==> src/rtl/mdio_apb_arbiter.sv <==
// Round-robin arbiter sharing one mdio_if_apb master port between NREQ
// requesters. A requester may lock the bus across several transfers, for
// example an indirect 0x1E/0x1F read-modify-write. The lock is released when
// the holder's last transfer completes with s_plock=0. It is also released
// after LOCK_TMO idle cycles, and lock_err pulses in that case.
//
// state | meaning
// ------+-----------------------------------------------------------------
// IDLE  | no owner; next request chosen round-robin starting at r_ptr
// ISSUE | transfer presented on m_*, waiting for m_pready
// DONE  | one-cycle completion, s_pready[grant] and s_prdata valid
// HOLD  | bus locked to grant; only s_psel[grant] is considered
`timescale 1ns/1ps

module mdio_apb_arbiter #(
  parameter int NREQ     = 3,
  parameter int LOCK_TMO = 1024,
  localparam int GW      = (NREQ > 1) ? $clog2(NREQ) : 1
) (
  input  logic                 clk,
  input  logic                 rst,
  input  logic [NREQ-1:0]      s_psel,
  input  logic [NREQ-1:0]      s_plock,
  input  logic [NREQ-1:0]      s_pwrite,
  input  logic [16*NREQ-1:0]   s_paddr,
  input  logic [16*NREQ-1:0]   s_pwdata,
  output logic [15:0]          s_prdata,
  output logic [NREQ-1:0]      s_pready,
  output logic                 m_psel,
  output logic                 m_pwrite,
  output logic [15:0]          m_paddr,
  output logic [15:0]          m_pwdata,
  input  logic [15:0]          m_prdata,
  input  logic                 m_pready,
  output logic [GW-1:0]        grant,
  output logic                 locked,
  output logic                 lock_err
);

  localparam int TMO_W = $clog2(LOCK_TMO);

  typedef enum logic [1:0] {ST_IDLE, ST_ISSUE, ST_DONE, ST_HOLD} state_t;

  state_t            r_state;
  state_t            w_state_nxt;
  logic [GW-1:0]     r_ptr;
  logic [GW-1:0]     r_grant;
  logic [TMO_W-1:0]  r_tmo;
  logic              r_lk;
  logic              r_m_psel;
  logic              r_m_pwrite;
  logic [15:0]       r_m_paddr;
  logic [15:0]       r_m_pwdata;
  logic [15:0]       r_s_prdata;
  logic              w_found;
  logic [GW-1:0]     w_win;
  logic              w_tmo_end;
  logic              w_lock_err;

  // Requester index that is off positions after base, with wrap at NREQ.
  function automatic logic [GW-1:0] rr_idx(input logic [GW-1:0] base, input int off);
    int sum;
    sum = int'(base) + off;
    if (sum >= NREQ) sum = sum - NREQ;
    return GW'(sum);
  endfunction

  function automatic logic [GW-1:0] next_idx(input logic [GW-1:0] g);
    return (g == GW'(NREQ - 1)) ? '0 : g + 1'b1;
  endfunction

  assign w_tmo_end = (r_tmo == TMO_W'(LOCK_TMO - 1));

  // Round-robin winner search; the loop runs backwards so the lowest offset wins.
  always_comb begin
    w_found = 1'b0;
    w_win   = '0;
    for (int k = NREQ - 1; k >= 0; k--) begin
      if (s_psel[rr_idx(r_ptr, k)]) begin
        w_found = 1'b1;
        w_win   = rr_idx(r_ptr, k);
      end
    end
  end

  // State register.
  always_ff @(posedge clk or posedge rst) begin
    if (rst) r_state <= ST_IDLE;
    else     r_state <= w_state_nxt;
  end

  // Next-state decode and the lock timeout pulse.
  always_comb begin
    w_state_nxt = r_state;
    w_lock_err  = 1'b0;
    case (r_state)
      ST_IDLE:  if (w_found) w_state_nxt = ST_ISSUE;
      ST_ISSUE: if (m_pready) w_state_nxt = ST_DONE;
      ST_DONE:  w_state_nxt = r_lk ? ST_HOLD : ST_IDLE;
      ST_HOLD: begin
        if (s_psel[r_grant]) begin
          w_state_nxt = ST_ISSUE;
        end else if (w_tmo_end) begin
          w_lock_err  = 1'b1;
          w_state_nxt = ST_IDLE;
        end
      end
      default:  w_state_nxt = ST_IDLE;
    endcase
  end

  // Grant, pointer, lock timer and the m_*/s_prdata registers.
  always_ff @(posedge clk or posedge rst) begin
    if (rst) begin
      r_ptr      <= '0;
      r_grant    <= '0;
      r_tmo      <= '0;
      r_lk       <= 1'b0;
      r_m_psel   <= 1'b0;
      r_m_pwrite <= 1'b0;
      r_m_paddr  <= '0;
      r_m_pwdata <= '0;
      r_s_prdata <= '0;
    end else begin
      case (r_state)
        ST_IDLE: begin
          r_tmo <= '0;
          if (w_found) begin
            r_grant    <= w_win;
            r_m_psel   <= 1'b1;
            r_m_pwrite <= s_pwrite[w_win];
            r_m_paddr  <= s_paddr[int'(w_win)*16 +: 16];
            r_m_pwdata <= s_pwdata[int'(w_win)*16 +: 16];
          end
        end
        ST_ISSUE: begin
          r_tmo <= '0;
          if (m_pready) begin
            r_s_prdata <= m_prdata;
            r_m_psel   <= 1'b0;
            r_lk       <= s_plock[r_grant];
          end
        end
        ST_DONE: begin
          r_tmo <= '0;
          if (!r_lk) r_ptr <= next_idx(r_grant);
        end
        ST_HOLD: begin
          if (s_psel[r_grant]) begin
            r_tmo      <= '0;
            r_m_psel   <= 1'b1;
            r_m_pwrite <= s_pwrite[r_grant];
            r_m_paddr  <= s_paddr[int'(r_grant)*16 +: 16];
            r_m_pwdata <= s_pwdata[int'(r_grant)*16 +: 16];
          end else if (w_tmo_end) begin
            r_tmo <= '0;
            r_ptr <= next_idx(r_grant);
          end else begin
            r_tmo <= r_tmo + 1'b1;
          end
        end
        default: r_tmo <= '0;
      endcase
    end
  end

  assign s_pready = (r_state == ST_DONE) ? (NREQ'(1) << r_grant) : '0;
  assign s_prdata = r_s_prdata;
  assign m_psel   = r_m_psel;
  assign m_pwrite = r_m_pwrite;
  assign m_paddr  = r_m_paddr;
  assign m_pwdata = r_m_pwdata;
  assign grant    = r_grant;
  assign locked   = (r_state == ST_HOLD);
  assign lock_err = w_lock_err;

endmodule
==> config.mk <==
export PLATFORM = sky130hd
export DESIGN_NAME = mdio_apb_arbiter
export DESIGN_NICKNAME = d
export VERILOG_FILES = /design/src/rtl/mdio_apb_arbiter.sv
export SDC_FILE = /design/constraint.sdc
export NUM_CORES = 1
export LEC_CHECK = 0
export ABC_AREA = 1
export BUFFER_PORTS_ARGS = -buffer_cell sky130_fd_sc_hd__buf_2
export CELL_PAD_IN_SITES_DETAIL_PLACEMENT = 0
export CELL_PAD_IN_SITES_GLOBAL_PLACEMENT = 2
export CORE_ASPECT_RATIO = 1.75
export CORE_MARGIN = 2
export CORE_UTILIZATION = 30
export DETAILED_ROUTE_END_ITERATION = 8
export MAX_ROUTING_LAYER = met4
export PLACE_DENSITY = 0.95
export SLEW_MARGIN = 40
export SYNTH_ARGS = -nofsm -noshare
export SYNTH_HDL_FRONTEND = slang
export SYNTH_SLANG_ARGS = --single-unit
==> constraint.sdc <==
create_clock -name clk -period 3.2 [get_ports clk]
set_input_delay 0.64 -clock clk [delete_from_list [all_inputs] [get_ports clk]]
set_output_delay 0.64 -clock clk [all_outputs]
set_load 0.005 [all_outputs]
==> results.cfg <==
[yosys]
netlist.area_leader.share_pct = 34.3
ys_ff_latch = 67
netlist_area_um2 = 4890
synth-xor-area-share_pct = 0.179
synth.area.mux_share_pct = 0
synth_largest_area_cell = dfrtp_1
synthFlopType = dfrtp_1
synth.top_cells.by_area = dfrtp_1 (34%), nand2_4 (8.8%), nand2_1 (6.9%), nand3_2 (6.6%), inv_1 (6.4%)
yosysSeqAreaShare_pct = 34.3
synth_nets = 726
synth-async-reset-ratio_pct = 100
synth_cell_type_count = 41
synthAdderAreaFrac_pct = 1.02
synth_edf_count = 0
synth_top_family_by_area = simple AND/OR/NAND/NOR gates
synth-compound-area-share_pct = 16.8
post_synth_inst_count = 598
yosysWarnings = 0
synth.avg_cell_area_um2 = 8.17
synthSimpleGateAreaFrac_pct = 34.5

[pwr]
seqPwrFrac_pct = 21.6
pwr-share-comb_pct = 64.6
power.internal_mw = 3.34
sw_frac_of_total_pct = 51.4
p_per_area_nw_per_um2 = 1130
clkPwrFrac_pct = 13.8
ir_drop_v = 0.000393
p_leak_nw = 3.31
p_switching_mw = 3.53

[die]
fp.dieW_um = 100
rows = 61
fp.dieH_um = 173
die_area_um2 = 17400
start_util_pct = 30.6
io_pins = 181
coreArea_um2 = 16000

[setup_path]
worstSetupPathType = flip-flop to primary output
critPathLaunchType = flip-flop
path_max_fanout = 3
r2r-start = r_ptr[0]
crit_path_start = r_tmo[0]
rr_worst_depth = 13
ff2ff_setup_slack_ps = 660
r2r-end = m_pwdata[1]
arrival_ps = 1970
endpoint_kind = primary output
worstPathRequired_ps = 2560

[worst_hold_path]
hold_class = input pin to asynchronous set/reset pin

[timing]
finalCritPeriodShare_pct = 81.7
fmax_mhz = 383
timing.final.ws_setup_ps = 586
fin_skew_ps = 8.44
drv_slew = 0
rsz0062_at_grt = no
hold_violations = 0
final.min_clock_period_ps = 2610
setup_violations = 0
tightest_slew_ps = 678
relSlewSlack_pct = 54.6
setup_tns_ps = 0

[clock_network]
clkLatencyLatePin_ps = 340
holdBufCountCts = 0
clock_sinks = 67
cts_tree = done
cts_root_buf = clkbuf_16
postCtsSetupRepairBufs = 0
htree_levels = 3
cts_buffers = 9
clockBufferDepth = 2
path_clk_slew_ps = 60
cts-resized-gates = 0

[cells_and_area]
syn2layout_area_growth_pct = 24.2
utilization_pct = 38.1
num-nets-final = 888
layout.cells.non_filler = 956
fillers = 1765
drive_gt1_share_pct = 41.8

[global_routing]
antenna_found_initial = 2
grt_usage_pct = 17.5
grt_max_degree = 37
grt_pass1_vias = 4452
grt_pass1_wl_um = 23100
gr-total-overflow = 0

[placed_design]
place_inst = 938
dp_slack_ps = 612
place_congestion = 0.799
numPortBuffers = 180
dpl.hpwl_um = 10800

[outcome]
outcome = finished, final reports clean

[route]
vias = 4456
drt_iter0_drc = 86
firstDrtPassIters = 4
final_antenna_net_count = 0
drc = 0
wl_um = 14500
post_drt_wl_per_cell_um = 15.2
viasPerCell = 4.66

[flow_run]
maxCapViolations = 0
## synthesized netlist by cell type, types with 2 or more instances
master / instances
nand4_1: 2
buf_4: 3
nand2_4: 38
o21ai_1: 8
nor3_1: 4
ha_1: 4
o21ai_0: 3
nand3_2: 32
nand2_2: 5
a21oi_2: 30
nand2_8: 2
nor2_1: 53
a21oi_1: 40
inv_1: 83
inv_2: 6
a31oi_1: 4
nor3b_1: 3
nand3_1: 45
a21boi_0: 32
dfrtp_1: 67
buf_2: 10
buf_12: 7
nand2_1: 90
clkbuf_1: 9
buf_6: 2
## worst max-delay path, cell delays in order, from the launching register on
cell,delay [ps]
dfrtp_1,370
ha_1,170
nand2_1,50
inv_1,70
nand2_1,70
nor2_1,180
nand3_1,110
nor2_1,130
nand2_1,70
inv_2,50
nand2_1,80
nor3_1,150
buf_2,140
## placed cells by master (no fill, tap or decap), drive strengths merged
cell and n:
ha 4, nand4 2, nor3b 3, a31oi 4
nor3 4, o21ai 12, xor2 1, clkinv 5
inv 90, buf 183, clkbuf 12, o22ai 1
a21boi 32, nand2 135, nand3 78, and2 1
o31ai 1, and3 1, a22oi 1, nor2 54
diode 2, dfrtp 67, a2bb2oi 1, or2 1
clkinvlp 2, a21oi 70
## per-layer routing
layer  global-route usage [%]  wire [um]
met2                     31.3       7940
met1                     19.0       5620
met4                     8.50        520
met5                        -          0
met3                     1.58        465
## power by group through the flow
stage	logic [mW]	registers [mW]	clock network (mW)
finish	4.43	1.48	0.950
global route	4.95	1.53	1.01
CTS	4.53	1.48	0.969
detailed placement	4.52	1.49	0
global placement	4.46	1.49	0
floorplan	3.80	1.48	0
## cell families (layout without fill, tap and decap cells)
group	count (synthesis)	in the layout
and+or+nand+nor	279	279
buffers and inverters	125	292
AOI/OAI and AO/OA	122	122
DFF	67	67
adders and majority gates	4	4
xor gates and xnor gates	1	1
other	0	2
## through the flow
step | instance area [um2] | hold slack (ps) | power, mW
2_1_floorplan | 4890 | 433 | 5.28
3_3_place_gp | 5780 | 449 | 5.94
3_5_place_dp | 5780 | 454 | 6.01
4_1_cts | 6060 | 461 | 6.98
5_1_grt | 6070 | 413 | 7.49
6_report | 6070 | 360 | 6.86
## registers in the layout (all words and copies together) (netlist names)
signal	flops
grant	2
m_paddr	16
m_psel	1
m_pwdata	16
m_pwrite	1
r_lk	1
r_ptr	2
r_state	2
r_tmo	10
s_prdata	16
## cell type report
class | instances | area, um2 | share of cell area [%]
inverters | 93 | 370 | 6.10
multi-input cells | 406 | 2560 | 42.3
diodes | 2 | 5.00 | 0.0824
repair buffers | 183 | 936 | 15.4
flip-flops and latches | 67 | 1680 | 27.6
well taps | 189 | 236 | 3.90
clock buffers | 12 | 256 | 4.23
clock inverters | 4 | 25.0 | 0.412
## how the worst max path moves through the flow
stage / to / slack [ps]
final: lock_err / 590
after global routing: lock_err / 320
after CTS: lock_err / 520
after detailed placement: m_pwdata[1] / 610
after global placement: m_pwdata[0] / 610
after floorplan: grant[0] / 880
Power figures use the tool's default switching activity.
